**src/rtl/mc_pkg.sv**
```systemverilog
// Shared definitions for the multi-cycle control sequencer: opcodes,
// FSM state encoding, datapath mux encodings and the decoded opcode class.
package mc_pkg;

  localparam logic [7:0] OP_RTYPE = 8'h29;
  localparam logic [7:0] OP_LW    = 8'h2A;
  localparam logic [7:0] OP_SW    = 8'h2B;
  localparam logic [7:0] OP_BEQ   = 8'h2C;
  localparam logic [7:0] OP_BNE   = 8'h2D;
  localparam logic [7:0] OP_ADDI  = 8'h2E;
  localparam logic [7:0] OP_J     = 8'h2F;
  localparam logic [7:0] OP_JF    = 8'h30;

  typedef enum logic [3:0] {
    S_IDLE,
    S_FETCH,
    S_DECODE,
    S_MEM_ADDR,
    S_MEM_READ,
    S_MEM_WRITE,
    S_MEM_WB,
    S_EXEC_R,
    S_R_WB,
    S_EXEC_I,
    S_I_WB,
    S_BRANCH,
    S_JUMP,
    S_JF,
    S_HALT
  } state_e;

  typedef enum logic [1:0] {
    SRCB_RT   = 2'b00,
    SRCB_ONE  = 2'b01,
    SRCB_IMM  = 2'b10,
    SRCB_BOFS = 2'b11
  } alusrcb_e;

  typedef enum logic [1:0] {
    ALUOP_ADD   = 2'b00,
    ALUOP_SUB   = 2'b01,
    ALUOP_FUNCT = 2'b10
  } aluop_e;

  typedef enum logic [1:0] {
    PCSRC_ALU    = 2'b00,
    PCSRC_ALUOUT = 2'b01,
    PCSRC_JUMP   = 2'b10
  } pcsource_e;

  // One-hot instruction class produced by opcode_decode.
  typedef struct packed {
    logic rtype;
    logic lw;
    logic sw;
    logic beq;
    logic bne;
    logic addi;
    logic j;
    logic jf;
    logic illegal;
  } op_class_t;

endpackage

```
**src/rtl/multicycle_control_if.sv**
```systemverilog
// Opcode/handshake inputs and datapath control strobes of the sequencer.
// master: the control FSM side; slave: the datapath side.
interface multicycle_control_if #(
  parameter int CNT_W = 32
);
  logic [7:0]       in;
  logic             mem_ready;
  logic             pcwrite;
  logic             pcwritecond;
  logic             branch_ne;
  logic             iord;
  logic             memread;
  logic             memwrite;
  logic             irwrite;
  logic             memtoreg;
  logic             regdest;
  logic             regwrite;
  logic             link;
  logic             alusrca;
  logic [1:0]       alusrcb;
  logic [1:0]       aluop;
  logic [1:0]       pcsource;
  logic             instr_done;
  logic             illegal;
  logic [CNT_W-1:0] retired;

  modport master (
    input  in, mem_ready,
    output pcwrite, pcwritecond, branch_ne, iord, memread, memwrite, irwrite,
           memtoreg, regdest, regwrite, link, alusrca, alusrcb, aluop,
           pcsource, instr_done, illegal, retired
  );

  modport slave (
    output in, mem_ready,
    input  pcwrite, pcwritecond, branch_ne, iord, memread, memwrite, irwrite,
           memtoreg, regdest, regwrite, link, alusrca, alusrcb, aluop,
           pcsource, instr_done, illegal, retired
  );
endinterface

```
**src/rtl/multicycle_control_opcode_decode.sv**
```systemverilog
// Combinational opcode to one-hot instruction class; anything outside the
// defined opcode set is flagged illegal.
module opcode_decode
  import mc_pkg::*;
(
  input  logic [7:0] op_i,
  output op_class_t  cls_o
);

  // Map the opcode field onto exactly one class bit.
  always_comb begin
    cls_o = '0;
    unique case (op_i)
      OP_RTYPE: cls_o.rtype   = 1'b1;
      OP_LW:    cls_o.lw      = 1'b1;
      OP_SW:    cls_o.sw      = 1'b1;
      OP_BEQ:   cls_o.beq     = 1'b1;
      OP_BNE:   cls_o.bne     = 1'b1;
      OP_ADDI:  cls_o.addi    = 1'b1;
      OP_J:     cls_o.j       = 1'b1;
      OP_JF:    cls_o.jf      = 1'b1;
      default:  cls_o.illegal = 1'b1;
    endcase
  end

endmodule

```
**src/rtl/multicycle_control.sv**
```systemverilog
// Multi-cycle instruction sequencer: Moore FSM stepping each instruction
// through fetch/decode/execute/memory/write-back, with memory stalls and a
// retired-instruction counter.
//
// state     | meaning
// ----------+---------------------------------------------------------
// IDLE      | after reset, one cycle before the first fetch
// FETCH     | read instruction at PC, load IR and PC+1 on mem_ready
// DECODE    | compute branch target, dispatch on opcode
// MEM_ADDR  | compute rs + imm address for lw/sw
// MEM_READ  | read data memory, wait for mem_ready
// MEM_WRITE | write data memory, wait for mem_ready (sw completes)
// MEM_WB    | write loaded data to rt (lw completes)
// EXEC_R    | ALU rs op rt, funct-decoded
// R_WB      | write ALU result to rd (rtype completes)
// EXEC_I    | ALU rs + imm
// I_WB      | write ALU result to rt (addi completes)
// BRANCH    | compare rs/rt, conditionally load PC (beq/bne complete)
// JUMP      | load jump target (j completes)
// JF        | load jump target and write link register (jf completes)
// HALT      | illegal opcode seen, hold until reset
module multicycle_control
  import mc_pkg::*;
#(
  parameter int CNT_W = 32
) (
  input logic                 clk,
  input logic                 rst,
  multicycle_control_if.master bus
);

  state_e           state_q, state_d;
  op_class_t        cls;
  logic             is_lw_q;
  logic             illegal_q;
  logic             done;
  logic [CNT_W-1:0] retired_q;

  opcode_decode u_opcode_decode (
    .op_i  (bus.in),
    .cls_o (cls)
  );

  // State register plus the lw/sw choice captured at decode, so the
  // opcode field is not needed again in MEM_ADDR.
  always_ff @(posedge clk or posedge rst) begin
    if (rst) begin
      state_q   <= S_IDLE;
      is_lw_q   <= 1'b0;
      illegal_q <= 1'b0;
      retired_q <= '0;
    end else begin
      state_q <= state_d;
      if (state_q == S_DECODE) is_lw_q <= cls.lw;
      if (state_d == S_HALT) illegal_q <= 1'b1;
      if (done) retired_q <= retired_q + 1'b1;
    end
  end

  // Next-state logic.
  always_comb begin
    state_d = state_q;
    unique case (state_q)
      S_IDLE:      state_d = S_FETCH;
      S_FETCH:     if (bus.mem_ready) state_d = S_DECODE;
      S_DECODE: begin
        if (cls.lw || cls.sw)        state_d = S_MEM_ADDR;
        else if (cls.rtype)          state_d = S_EXEC_R;
        else if (cls.addi)           state_d = S_EXEC_I;
        else if (cls.beq || cls.bne) state_d = S_BRANCH;
        else if (cls.j)              state_d = S_JUMP;
        else if (cls.jf)             state_d = S_JF;
        else                         state_d = S_HALT;
      end
      S_MEM_ADDR:  state_d = is_lw_q ? S_MEM_READ : S_MEM_WRITE;
      S_MEM_READ:  if (bus.mem_ready) state_d = S_MEM_WB;
      S_MEM_WRITE: if (bus.mem_ready) state_d = S_FETCH;
      S_EXEC_R:    state_d = S_R_WB;
      S_EXEC_I:    state_d = S_I_WB;
      S_MEM_WB, S_R_WB, S_I_WB, S_BRANCH, S_JUMP, S_JF:
                   state_d = S_FETCH;
      S_HALT:      state_d = S_HALT;
      default:     state_d = S_IDLE;
    endcase
  end

  // Moore output decode; only FETCH and MEM_WRITE look at mem_ready.
  always_comb begin
    bus.pcwrite     = 1'b0;
    bus.pcwritecond = 1'b0;
    bus.branch_ne   = 1'b0;
    bus.iord        = 1'b0;
    bus.memread     = 1'b0;
    bus.memwrite    = 1'b0;
    bus.irwrite     = 1'b0;
    bus.memtoreg    = 1'b0;
    bus.regdest     = 1'b0;
    bus.regwrite    = 1'b0;
    bus.link        = 1'b0;
    bus.alusrca     = 1'b0;
    bus.alusrcb     = SRCB_RT;
    bus.aluop       = ALUOP_ADD;
    bus.pcsource    = PCSRC_ALU;
    done            = 1'b0;
    unique case (state_q)
      S_FETCH: begin
        bus.memread = 1'b1;
        bus.alusrcb = SRCB_ONE;
        bus.irwrite = bus.mem_ready;
        bus.pcwrite = bus.mem_ready;
      end
      S_DECODE:  bus.alusrcb = SRCB_BOFS;
      S_MEM_ADDR, S_EXEC_I: begin
        bus.alusrca = 1'b1;
        bus.alusrcb = SRCB_IMM;
      end
      S_MEM_READ: begin
        bus.memread = 1'b1;
        bus.iord    = 1'b1;
      end
      S_MEM_WRITE: begin
        bus.memwrite = 1'b1;
        bus.iord     = 1'b1;
        done         = bus.mem_ready;
      end
      S_MEM_WB: begin
        bus.regwrite = 1'b1;
        bus.memtoreg = 1'b1;
        done         = 1'b1;
      end
      S_EXEC_R: begin
        bus.alusrca = 1'b1;
        bus.aluop   = ALUOP_FUNCT;
      end
      S_R_WB: begin
        bus.regwrite = 1'b1;
        bus.regdest  = 1'b1;
        done         = 1'b1;
      end
      S_I_WB: begin
        bus.regwrite = 1'b1;
        done         = 1'b1;
      end
      S_BRANCH: begin
        bus.alusrca     = 1'b1;
        bus.aluop       = ALUOP_SUB;
        bus.pcwritecond = 1'b1;
        bus.pcsource    = PCSRC_ALUOUT;
        bus.branch_ne   = cls.bne;
        done            = 1'b1;
      end
      S_JUMP: begin
        bus.pcwrite  = 1'b1;
        bus.pcsource = PCSRC_JUMP;
        done         = 1'b1;
      end
      S_JF: begin
        bus.pcwrite  = 1'b1;
        bus.pcsource = PCSRC_JUMP;
        bus.regwrite = 1'b1;
        bus.link     = 1'b1;
        done         = 1'b1;
      end
      default: ;
    endcase
  end

  assign bus.instr_done = done;
  assign bus.illegal    = illegal_q;
  assign bus.retired    = retired_q;

endmodule
```
**src/flat_wrapper.sv**
```systemverilog
// flat-port wrapper written by rule: the top's interface ports become plain ports
module multicycle_control_flat import mc_pkg::*;
#(
  parameter int CNT_W = 32
)
  (clk, rst, bus_in, bus_mem_ready, bus_pcwrite, bus_pcwritecond, bus_branch_ne, bus_iord, bus_memread, bus_memwrite, bus_irwrite, bus_memtoreg, bus_regdest, bus_regwrite, bus_link, bus_alusrca, bus_alusrcb, bus_aluop, bus_pcsource, bus_instr_done, bus_illegal, bus_retired);
  multicycle_control_if #(.CNT_W(CNT_W)) bus_i ();
  input logic clk;
  input logic rst;
  input wire logic [$bits(bus_i.in)-1:0] bus_in;
  input wire logic [$bits(bus_i.mem_ready)-1:0] bus_mem_ready;
  output wire logic [$bits(bus_i.pcwrite)-1:0] bus_pcwrite;
  output wire logic [$bits(bus_i.pcwritecond)-1:0] bus_pcwritecond;
  output wire logic [$bits(bus_i.branch_ne)-1:0] bus_branch_ne;
  output wire logic [$bits(bus_i.iord)-1:0] bus_iord;
  output wire logic [$bits(bus_i.memread)-1:0] bus_memread;
  output wire logic [$bits(bus_i.memwrite)-1:0] bus_memwrite;
  output wire logic [$bits(bus_i.irwrite)-1:0] bus_irwrite;
  output wire logic [$bits(bus_i.memtoreg)-1:0] bus_memtoreg;
  output wire logic [$bits(bus_i.regdest)-1:0] bus_regdest;
  output wire logic [$bits(bus_i.regwrite)-1:0] bus_regwrite;
  output wire logic [$bits(bus_i.link)-1:0] bus_link;
  output wire logic [$bits(bus_i.alusrca)-1:0] bus_alusrca;
  output wire logic [$bits(bus_i.alusrcb)-1:0] bus_alusrcb;
  output wire logic [$bits(bus_i.aluop)-1:0] bus_aluop;
  output wire logic [$bits(bus_i.pcsource)-1:0] bus_pcsource;
  output wire logic [$bits(bus_i.instr_done)-1:0] bus_instr_done;
  output wire logic [$bits(bus_i.illegal)-1:0] bus_illegal;
  output wire logic [$bits(bus_i.retired)-1:0] bus_retired;
  assign bus_i.in = bus_in;
  assign bus_i.mem_ready = bus_mem_ready;
  assign bus_pcwrite = bus_i.pcwrite;
  assign bus_pcwritecond = bus_i.pcwritecond;
  assign bus_branch_ne = bus_i.branch_ne;
  assign bus_iord = bus_i.iord;
  assign bus_memread = bus_i.memread;
  assign bus_memwrite = bus_i.memwrite;
  assign bus_irwrite = bus_i.irwrite;
  assign bus_memtoreg = bus_i.memtoreg;
  assign bus_regdest = bus_i.regdest;
  assign bus_regwrite = bus_i.regwrite;
  assign bus_link = bus_i.link;
  assign bus_alusrca = bus_i.alusrca;
  assign bus_alusrcb = bus_i.alusrcb;
  assign bus_aluop = bus_i.aluop;
  assign bus_pcsource = bus_i.pcsource;
  assign bus_instr_done = bus_i.instr_done;
  assign bus_illegal = bus_i.illegal;
  assign bus_retired = bus_i.retired;
  multicycle_control #(.CNT_W(CNT_W)) u_core (.clk(clk), .rst(rst), .bus(bus_i));
endmodule
```
**config.mk**
```make
export PLATFORM = sky130hd
export DESIGN_NAME = multicycle_control_flat
export DESIGN_NICKNAME = d
export VERILOG_FILES = /design/src/rtl/mc_pkg.sv /design/src/rtl/multicycle_control_if.sv /design/src/rtl/multicycle_control_opcode_decode.sv /design/src/rtl/multicycle_control.sv /design/src/flat_wrapper.sv
export SDC_FILE = /design/constraint.sdc
export NUM_CORES = 1
export LEC_CHECK = 0
export CORE_UTILIZATION = 51
export DETAILED_ROUTE_END_ITERATION = 12
export MAX_ROUTING_LAYER = met4
export PLACE_DENSITY = 0.91
export SLEW_MARGIN = 20
export SYNTH_ARGS = -nofsm -noshare
export SYNTH_HDL_FRONTEND = slang
export SYNTH_SLANG_ARGS = --single-unit
```
**constraint.sdc**
```tcl
create_clock -name clk -period 3.83 [get_ports clk]
set_clock_uncertainty 0.05 [all_clocks]
set_input_delay 1.149 -clock clk [delete_from_list [all_inputs] [get_ports clk]]
set_output_delay 1.149 -clock clk [all_outputs]
set_load 0.01 [all_outputs]
```
==> qor.txt <==
Most common cell after layout, fill and taps aside: clkdlybuf4s50_1
GRT met3 Usage: 6.207%
Total power: 0.001500 W
Syn nets: 228
Unique cell type count in the Yosys netlist: 46
Max-cap viol count: 0
Synth Area in Simple Gates: 28.53%
CTS Root Cell: clkbuf_8
Mean Syn Cell Area: 9.726 um2
Vias: 1,883
Hold Vio Cnt, Final: 0
Mux cell area share after synthesis: 0%
Mapped Cells: 216
Most frequent cells in the layout: 60 x clkdlybuf4s50_1, 38 x dfrtp_1, 31 x xnor2_1
H-tree depth: 2
GRT met2 Usage: 38.39%
FFs w/ async S/R, synth: 100.0%
Worst Hold Path EP: u_core.bus.retired[31]
GRT Util Overall: 24.80%
Core area: 0.003799 mm2
Critical Path AT: 2.57 ns
Number of synthesized flops with an enable pin: 0
Slew HR: 51.36%
Clk pin slew, worst setup/hold paths: 0.07 ns
Die span in y: 66.18 um
DRC viols: 0
Busiest layer in global routing: met2
CTS tree: built
VDD IR max: 0.0003680 V
Slew Viols, Final: 0
Setup violations, final: 0
Hold Path Stages: 1
Cell area after synthesis: 0.002101 mm2
FF-to-FF path depth: 6
R2R Path End: u_core.bus.retired[31]
Iteration-0 DRC Markers: 148
Worst Tran Pin Value: 0.7287 ns
Xor/xnor share of the synthesized area: 13.34%
Clock Path Buffers: 2
Hold_buf cts: 0
Synth Flop Type: dfrtp_1
Worst hold path type: reg2reg
Routability-driven placement congestion ratio: 0.8844
Vias in the first global route: 1,723
RSZ-0062 raised after global routing: no
Main combinational cell family by area after synthesis: simple AND/OR/NAND/NOR gates
Routed wire length: 4774 um
CTS Buf Count: 5
Req. time, crit path: 2.63 ns
Post-CTS Setup Repair Bufs: 0
Hpwl dp: 3460 um
NumNets Final: 299
Ant. Diodes: 0
Worst R2R Setup Slack: 1.71 ns
Post-synthesis register bit count: 38
First-pass GRT wire length: 7852 um
Grt total ovfl: 0
Pwr dens: 514.7 mW/mm2
Yosys warning count: 0
Num rows: 22
Hold path startpoint: u_core.bus.retired[31]
Sink Count: 38
Pre-antenna DRT Iters: 4
Sequential area share after synthesis: 45.27%
Worst Setup Path Type: in2out
Final Core Density: 76.71%
WHS: 0.4270 ns
Final worst path period need: 3.768 ns
Initial antenna violation count: 0
Critical path endpoint category: primary output
Fraction of the mapped netlist area in adder cells: 0.5956%
Die X: 66.18 um
CP max FO: 2
Period utilization: 98.39%
Vias per std cell: 5.604
Met1 usage: 31.95%
Pre-CTS WS: -0.2292 ns
Synth Area in Compound Gates: 8.815%
Remaining antenna violation count: 0
Achievable Freq: 265.4 MHz
Status: finished clean
CP Launch Type: primary input
Layout cells sized above 1: 9.722%
P&R area growth vs syn: 38.71%
IO Port Bufs: 62
Largest net degree at the start of global routing: 21
Final worst slack: 0.06176 ns
Worst-Skew Late Latency: 0.29 ns
I/O pin total: 63
Lkg Pwr: 1.184 nW
Die Footprint: 0.004380 mm2
Initial core utilization: 55.30%
R2R Path Start: u_core.state_q[0]
WL per Instance: 14.21 um
-- worst max path at each step --
| stage | from | end | slack (ns) | cells after the start |
|---|---|---|---|---|
| floorplan | bus_in[7] | bus_branch_ne | 0.60 | 3 |
| global placement | bus_in[5] | bus_branch_ne | -0.22 | 5 |
| detailed placement | bus_in[5] | bus_branch_ne | -0.23 | 5 |
| CTS | bus_in[5] | bus_branch_ne | 0.04 | 5 |
| global route | bus_in[5] | bus_branch_ne | 0.005 | 5 |
| finish | bus_in[5] | bus_branch_ne | 0.06 | 5 |
-- per-stage QoR --
stage | setup TNS [ns] | instance area [um2] | instances
CTS | 0 | 2914 | 336
floorplan | 0 | 2101 | 216
detailed placement | -0.3532 | 2803 | 328
global route | 0 | 2914 | 336
finish | 0 | 2914 | 336
global placement | -0.3211 | 2803 | 328
-- flip-flops by register name (all words and copies together), names as in the netlist --
| register | cells |
|---|---|
| u_core.bus.retired | 32 |
| u_core.state_q | 4 |
| u_core.bus.illegal | 1 |
| u_core.is_lw_q | 1 |
-- repair_timing --
| item | in CTS | in global routing |
|---|---|---|
| resized for setup | 2 | 0 |
| setup endpoints to repair | 2 | 1 |
| pin swaps | 0 | 1 |
-- report_power, final --
group / total, W / internal [W] / switching, W
Clock: 0.000337 / 0.000194 / 0.000143
Combinational: 0.000592 / 0.000325 / 0.000267
Sequential: 0.000571 / 0.000459 / 0.000112
-- logic make-up after synthesis --
family / count (synthesis)
flip-flops: 38
adder cells (fa/ha/maj): 1
AND/OR/NAND/NOR: 108
AO/OA/AOI/OAI: 25
buffers and inverters: 12
XOR/XNOR: 32
-- routing by layer --
| layer | wire length [um] | vias to the layer above |
|---|---|---|
| met2 | 2353 | 81 |
| met4 | 50 | 0 |
| met5 | 0 | - |
| li1 | - | 902 |
| met1 | 2042 | 894 |
| met3 | 329 | 6 |
-- cells in the mapped netlist (all sizes together), types with 3 or more instances --
master  number  area, um2
nor3b        3      27.52
inv          3      11.26
xnor2       31      271.5
nor2b        3      18.77
a21oi       10      72.57
o21ai        3      15.01
nand4       11      68.82
dfrtp       38      950.9
and2         4      25.02
nor2        19      71.32
and3         9      56.30
buf          7      52.54
nand2       20      75.07
nand2b       6      37.54
nand3       19      95.09
-- critical path: stages --
cell             delay [ns]
clkdlybuf4s50_1        0.44
or3b_1                 0.38
nor3b_2                0.19
and3_1                 0.16
dlygate4sd2_1          0.26
-- final cells by class --
| cell class | count | area [um2] |
|---|---|---|
| Tap cell | 48 | 60.06 |
| Clock buffer | 5 | 68.82 |
| Sequential cell | 38 | 950.9 |
| Fill cell | 265 | 884.6 |
| Timing Repair Buffer | 73 | 700.7 |
| Multi-Input combinational cell | 166 | 1077 |
| Clock inverter | 3 | 45.04 |
| Inverter | 3 | 11.26 |
Note: power is estimated with default switching activity, not from simulation.
